<file path="src/rtl/car_direction_detector.sv">
`default_nettype none
// ============================================================================
// Module   : car_direction_detector
// Purpose  : Conditions two beam-break sensors (A outside, B inside) and
//            decodes the order in which they are blocked. Each complete pass
//            yields a single-cycle pulse: sum (entry) or res (exit). Illegal
//            sequences and stalled passes yield a single-cycle err pulse.
// Ports    : clk       - rising-edge clock
//            reset_n   - asynchronous active-low reset
//            sensor_a  - outer beam, 1 = blocked, asynchronous to clk
//            sensor_b  - inner beam, 1 = blocked, asynchronous to clk
//            sum       - one-cycle pulse on completed entry
//            res       - one-cycle pulse on completed exit
//            err       - one-cycle pulse on illegal transition or timeout
//            busy      - high whenever the FSM is not in IDLE
// Revision : 1.0 - initial release
// ============================================================================
module car_direction_detector #(
    parameter int DEBOUNCE_CYCLES = 16,
    parameter int TIMEOUT_CYCLES  = 1024
) (
    input  logic clk,
    input  logic reset_n,
    input  logic sensor_a,
    input  logic sensor_b,
    output logic sum,
    output logic res,
    output logic err,
    output logic busy
);

    localparam int C_DEB_W = $clog2(DEBOUNCE_CYCLES + 1);
    localparam int C_TMO_W = $clog2(TIMEOUT_CYCLES + 1);
    // Acceptance happens on the edge where the count would become
    // DEBOUNCE_CYCLES, so compare against one less.
    localparam logic [C_DEB_W-1:0] C_DEB_LAST = C_DEB_W'(DEBOUNCE_CYCLES - 1);
    localparam logic [C_TMO_W-1:0] C_TMO_LAST = C_TMO_W'(TIMEOUT_CYCLES - 1);

    typedef enum logic [2:0] {
        S_IDLE       = 3'd0,
        S_IN_A       = 3'd1,
        S_IN_AB      = 3'd2,
        S_IN_B       = 3'd3,
        S_OUT_B      = 3'd4,
        S_OUT_AB     = 3'd5,
        S_OUT_A      = 3'd6,
        S_WAIT_CLEAR = 3'd7
    } state_t;

    // Bit 1 = sensor A, bit 0 = sensor B, matching the {a,b} decode order.
    logic [1:0] w_raw;
    logic [1:0] w_deb;

    assign w_raw = {sensor_a, sensor_b};

    // ------------------------------------------------------------------
    // Per-sensor 2-FF synchronizer followed by a debounce filter.
    // ------------------------------------------------------------------
    for (genvar gi = 0; gi < 2; gi++) begin : g_deb
        logic               r_meta;
        logic               r_sync;
        logic               r_deb;
        logic [C_DEB_W-1:0] r_cnt;

        always_ff @(posedge clk or negedge reset_n) begin
            if (!reset_n) begin
                r_meta <= 1'b0;
                r_sync <= 1'b0;
                r_deb  <= 1'b0;
                r_cnt  <= '0;
            end else begin
                r_meta <= w_raw[gi];
                r_sync <= r_meta;
                if (r_sync == r_deb) begin
                    r_cnt <= '0;
                end else if (r_cnt == C_DEB_LAST) begin
                    r_deb <= r_sync;
                    r_cnt <= '0;
                end else begin
                    r_cnt <= r_cnt + C_DEB_W'(1);
                end
            end
        end

        assign w_deb[gi] = r_deb;
    end

    // ------------------------------------------------------------------
    // Direction FSM
    // ------------------------------------------------------------------
    state_t             r_state;
    state_t             w_next;
    logic [C_TMO_W-1:0] r_tmo;
    logic               r_sum;
    logic               r_res;
    logic               r_err;
    logic               r_busy;
    logic               w_sum;
    logic               w_res;
    logic               w_err;
    logic               w_active;

    // Timeout only runs while a pass is actually in progress.
    assign w_active = (r_state != S_IDLE) && (r_state != S_WAIT_CLEAR);

    always_comb begin
        w_next = r_state;
        w_sum  = 1'b0;
        w_res  = 1'b0;
        w_err  = 1'b0;
        case (r_state)
            S_IDLE: begin
                case (w_deb)
                    2'b10:   w_next = S_IN_A;
                    2'b01:   w_next = S_OUT_B;
                    2'b11: begin w_next = S_WAIT_CLEAR; w_err = 1'b1; end
                    default: ;
                endcase
            end
            S_IN_A: begin
                case (w_deb)
                    2'b11:   w_next = S_IN_AB;
                    2'b00:   w_next = S_IDLE;
                    2'b01: begin w_next = S_WAIT_CLEAR; w_err = 1'b1; end
                    default: ;
                endcase
            end
            S_IN_AB: begin
                case (w_deb)
                    2'b01:   w_next = S_IN_B;
                    2'b10:   w_next = S_IN_A;
                    2'b00: begin w_next = S_IDLE; w_err = 1'b1; end
                    default: ;
                endcase
            end
            S_IN_B: begin
                case (w_deb)
                    2'b00: begin w_next = S_IDLE; w_sum = 1'b1; end
                    2'b11:   w_next = S_IN_AB;
                    2'b10: begin w_next = S_WAIT_CLEAR; w_err = 1'b1; end
                    default: ;
                endcase
            end
            S_OUT_B: begin
                case (w_deb)
                    2'b11:   w_next = S_OUT_AB;
                    2'b00:   w_next = S_IDLE;
                    2'b10: begin w_next = S_WAIT_CLEAR; w_err = 1'b1; end
                    default: ;
                endcase
            end
            S_OUT_AB: begin
                case (w_deb)
                    2'b10:   w_next = S_OUT_A;
                    2'b01:   w_next = S_OUT_B;
                    2'b00: begin w_next = S_IDLE; w_err = 1'b1; end
                    default: ;
                endcase
            end
            S_OUT_A: begin
                case (w_deb)
                    2'b00: begin w_next = S_IDLE; w_res = 1'b1; end
                    2'b11:   w_next = S_OUT_AB;
                    2'b01: begin w_next = S_WAIT_CLEAR; w_err = 1'b1; end
                    default: ;
                endcase
            end
            S_WAIT_CLEAR: begin
                if (w_deb == 2'b00) begin
                    w_next = S_IDLE;
                end
            end
            default: w_next = S_IDLE;
        endcase

        // A pass that completes on the timeout cycle still counts; any other
        // outcome is replaced by the timeout.
        if (w_active && (r_tmo == C_TMO_LAST) && !w_sum && !w_res) begin
            w_next = S_WAIT_CLEAR;
            w_err  = 1'b1;
        end
    end

    always_ff @(posedge clk or negedge reset_n) begin
        if (!reset_n) begin
            r_state <= S_IDLE;
            r_tmo   <= '0;
            r_sum   <= 1'b0;
            r_res   <= 1'b0;
            r_err   <= 1'b0;
            r_busy  <= 1'b0;
        end else begin
            r_state <= w_next;
            r_sum   <= w_sum;
            r_res   <= w_res;
            r_err   <= w_err;
            r_busy  <= (w_next != S_IDLE);
            if (w_active) begin
                r_tmo <= r_tmo + C_TMO_W'(1);
            end else begin
                r_tmo <= '0;
            end
        end
    end

    assign sum  = r_sum;
    assign res  = r_res;
    assign err  = r_err;
    assign busy = r_busy;

endmodule
`default_nettype wire

</file>
<file path="config.mk">
export PLATFORM = sky130hd
export DESIGN_NAME = car_direction_detector
export DESIGN_NICKNAME = d
export VERILOG_FILES = /design/src/rtl/car_direction_detector.sv
export SDC_FILE = /design/constraint.sdc
export NUM_CORES = 1
export LEC_CHECK = 0
export CAP_MARGIN = 10
export CORE_MARGIN = 1.5
export CORE_UTILIZATION = 60
export DETAILED_ROUTE_END_ITERATION = 16
export PLACE_DENSITY_LB_ADDON = 0.2
export SYNTH_ARGS = -nofsm -noshare
export SYNTH_HDL_FRONTEND = slang
export SYNTH_SLANG_ARGS = --single-unit
</file>
<file path="constraint.sdc">
create_clock -name clk -period 5.05 [get_ports clk]
set_input_delay 0.7575 -clock clk [delete_from_list [all_inputs] [get_ports clk]]
set_output_delay 0.7575 -clock clk [all_outputs]
set_load 0.01 [all_outputs]
</file>
==> impl_metrics.env <==
export IMPL_path_max_fanout=7
export IMPL_rows=19
export IMPL_clock_latency_ps=330
export IMPL_synth_top_area_share_pct=48.40
export IMPL_routedWlPerCell_microns=14.15
export IMPL_cts_buffer_depth=2
export IMPL_ys_async_sr_fraction_pct=100.0
export IMPL_cts_clk_slew_worst_paths_ps=100
export IMPL_areaGrowthSynthToFinish_pct=7.972
export IMPL_hp_class="reg -> reg"
export IMPL_drt_vias_per_instance=6.000
export IMPL_grt_setup_unrepaired="no"
export IMPL_die_area_sq_um=3264
export IMPL_clock_root_buffer="clkbuf_4"
export IMPL_antenna_cells=0
export IMPL_fin_crit_ps=2009
export IMPL_overflow=0
export IMPL_ctsHoldBuffers=0
export IMPL_fin_util_pct=68.83
export IMPL_grt_pass1_wl_microns=5651
export IMPL_min_period_over_period_pct=39.78
export IMPL_p_per_area_nw_per_um2=363.4
export IMPL_ios=8
export IMPL_path_class="reg -> reg"
export IMPL_antenna_found_initial=0
export IMPL_portBuffers=7
export IMPL_clkSinkCount=34
export IMPL_initial_core_util_pct=63.75
export IMPL_grt_use_total_pct=22.80
export IMPL_setup_ws_ps=3041
export IMPL_cap_violations=0
export IMPL_yosysWarnings=0
export IMPL_ant_nets=0
export IMPL_cts_made_buffers=5
export IMPL_routed_via_count=1296
export IMPL_synth_seq_cells=34
export IMPL_nets=199
export IMPL_cts_repair_resized=0
export IMPL_synth_avg_cell_area_sq_um=10.10
export IMPL_max_clock_freq_mhz=497.8
export IMPL_worstReg2RegStart="g_deb[0].r_deb"
export IMPL_ir_drop_mv=0.3629
export IMPL_hold_path_startpoint="g_deb[0].r_meta"
export IMPL_crit_slowest_cell="dfrtp_1"
export IMPL_tightest_slew_ps=858.6
export IMPL_synth_main_ff_cell="dfrtp_1"
export IMPL_wl_microns=3056
export IMPL_cts_tree="yes"
export IMPL_gp_congestion=0.9264
export IMPL_synth_top_area_cell="dfrtp_1"
export IMPL_crit_start="g_deb[0].r_deb"
export IMPL_required_ps=5270
export IMPL_worst_path_largest_cell_delay_ps=470
export IMPL_cts_max_level=2
export IMPL_path_cells="inv_1, ha_1, nor3_1, o32ai_1, nor4_2, o21ai_2, nand3b_1"
export IMPL_outcome="completed"
export IMPL_drc_errors=0
export IMPL_hold_violations=0
export IMPL_die_h_microns=57.13
export IMPL_hpwlAfterDp_microns=2244
export IMPL_core_sq_um=2758
export IMPL_cp_end_kind="flop"
export IMPL_grt_pass1_vias=1337
export IMPL_fin_tns_setup_ps=0
export IMPL_cp_arrival_ps=2230
export IMPL_synthDistinctLibCells=41
export IMPL_grt_max_degree=35
export IMPL_synthTopCellsByArea="dfrtp_1 (48%), ha_1 (7.1%), xor2_1 (6.0%)"
export IMPL_fp_dieW_microns=57.13
export IMPL_synth_enable_flop_cells=0
export IMPL_drv_slew=0
export IMPL_post_cts_setup_buffer_count=0
export IMPL_setup_violations=0
export IMPL_startpoint_type="flop"
export IMPL_finClkSkew_ps=7.558
export IMPL_syn_num_nets=188
export IMPL_post_place_ws_ps=3072
export IMPL_layout_drive_gt1_share_pct=8.108
export IMPL_p_leak_nw=0.8669
export IMPL_syn_cell_area_sq_um=1758
export IMPL_first_pass_iters=4
export IMPL_drt_iter0_markers=92
export IMPL_synthCells=174
export IMPL_ys_seq_area_share_pct=48.40
export IMPL_maxSlewHeadroom_pct=42.64
export IMPL_hold_slack_ps=356.6
-- cells by family (layout without fill, tap and decap cells) --
group / after synthesis / count (layout) / share of synthesized area (%)
AOI/OAI and AO/OA: 31 / 31 / 11.96
buffers and inverters: 12 / 23 / 3.132
DFF: 34 / 34 / 48.40
adders and majority gates: 11 / 11 / 7.758
xor gates and xnor gates: 14 / 14 / 6.975
and+or+nand+nor: 70 / 70 / 19.86
muxes: 2 / 2 / 1.922
-- layout by cell type, fill, tap and decap left out, drive strengths merged --
cell type      instances
nand4                  1
xnor2                  2
buf                    1
a211oi                 3
clkdlybuf4s50          7
nor2                  24
o311ai                 1
nor2b                  1
o21bai                 2
mux2                   1
nand3                  7
a21oi                  6
and2                   3
dfrtp                 34
o31ai                  1
nand3b                 2
nor3                   5
or3                    1
xor2                  12
o22ai                  2
o21ai                 10
a211o                  1
mux4                   1
o32ai                  1
a2111o                 1
a32o                   1
nand2                 12
inv                    8
and4                   1
or3b                   2
maj3                   1
nor4                   2
and3                   4
o21a                   1
ha                    10
clkbuf                 6
a31o                   1
clkinvlp               1
nand2b                 5
-- worst paths after layout --
kind / end / slack [ps] / depth (start not counted)
hold / removal: g_deb[0].r_sync / 360 / 0
hold reg to reg: g_deb[0].r_sync / 360 / 0
min in group asynchronous: g_deb[0].r_cnt[1] / 810 / 2
setup reg to reg: busy / 3040 / 7
max in group asynchronous: r_tmo[4] / 3950 / 2
setup / recovery: busy / 3040 / 7
-- area by class of cell --
class / instances / area, sq um
well taps: 31 / 38.79
clock buffers: 6 / 41.29
fillers: 211 / 859.6
flip-flops and latches: 34 / 850.8
clock inverters: 1 / 7.507
multi-input cells: 128 / 852.1
inverters: 8 / 30.03
repair buffers: 8 / 77.57
-- sequential cells by signal, summed over array words and instances, names as in the netlist --
name and flops:
busy 1, r_tmo 11, g_deb.r_meta 2, g_deb.r_cnt 10, sum 1, res 1, err 1, g_deb.r_deb 2
g_deb.r_sync 2, r_state 3
-- report_power, final --
| part | leakage, nW | switching [mW] | internal, mW |
|---|---|---|---|
| combinational | 0.393 | 0.0992 | 0.0904 |
| clock | 0.0243 | 0.0882 | 0.0519 |
| sequential | 0.450 | 0.0530 | 0.307 |
| total | 0.867 | 0.240 | 0.449 |
-- worst max-delay path, delay by kind of cell, from the launching register on --
kind,cells,cell delay (ps)
buf+inv,1,130
fa+ha+maj,1,290
flops,1,470
compound gates,2,270
simple gates,3,730
-- stage by stage --
stage	cells	cell area, sq um	total power [mW]
final	216	1898	0.6898
after floorplan	174	1758	0.5021
after CTS	216	1898	0.6975
after global placement	209	1849	0.5477
after global routing	216	1898	0.7360
after detailed placement	209	1849	0.5580
-- cell usage after synthesis, types with 2 or more instances --
cell type and count:
a211oi_1 3, a21oi_1 6, and2_1 3, and3_1 4, buf_2 2, buf_4 2, dfrtp_1 34, ha_1 10
inv_1 8, nand2_1 12, nand2b_1 5, nand3_1 7, nand3b_1 2, nor2_1 24, nor3_1 5, o21ai_0 8
o21bai_1 2, o22ai_1 2, xnor2_1 2, xor2_1 12
-- routing by layer --
layer | track usage [%] | wire [microns]
met2 | 38.26 | 1519
met5 | 0 | 0
met1 | 27.61 | 1322
met3 | 6.803 | 159
met4 | 9.302 | 55
No activity file was read; power rests on OpenSTA's default activity.
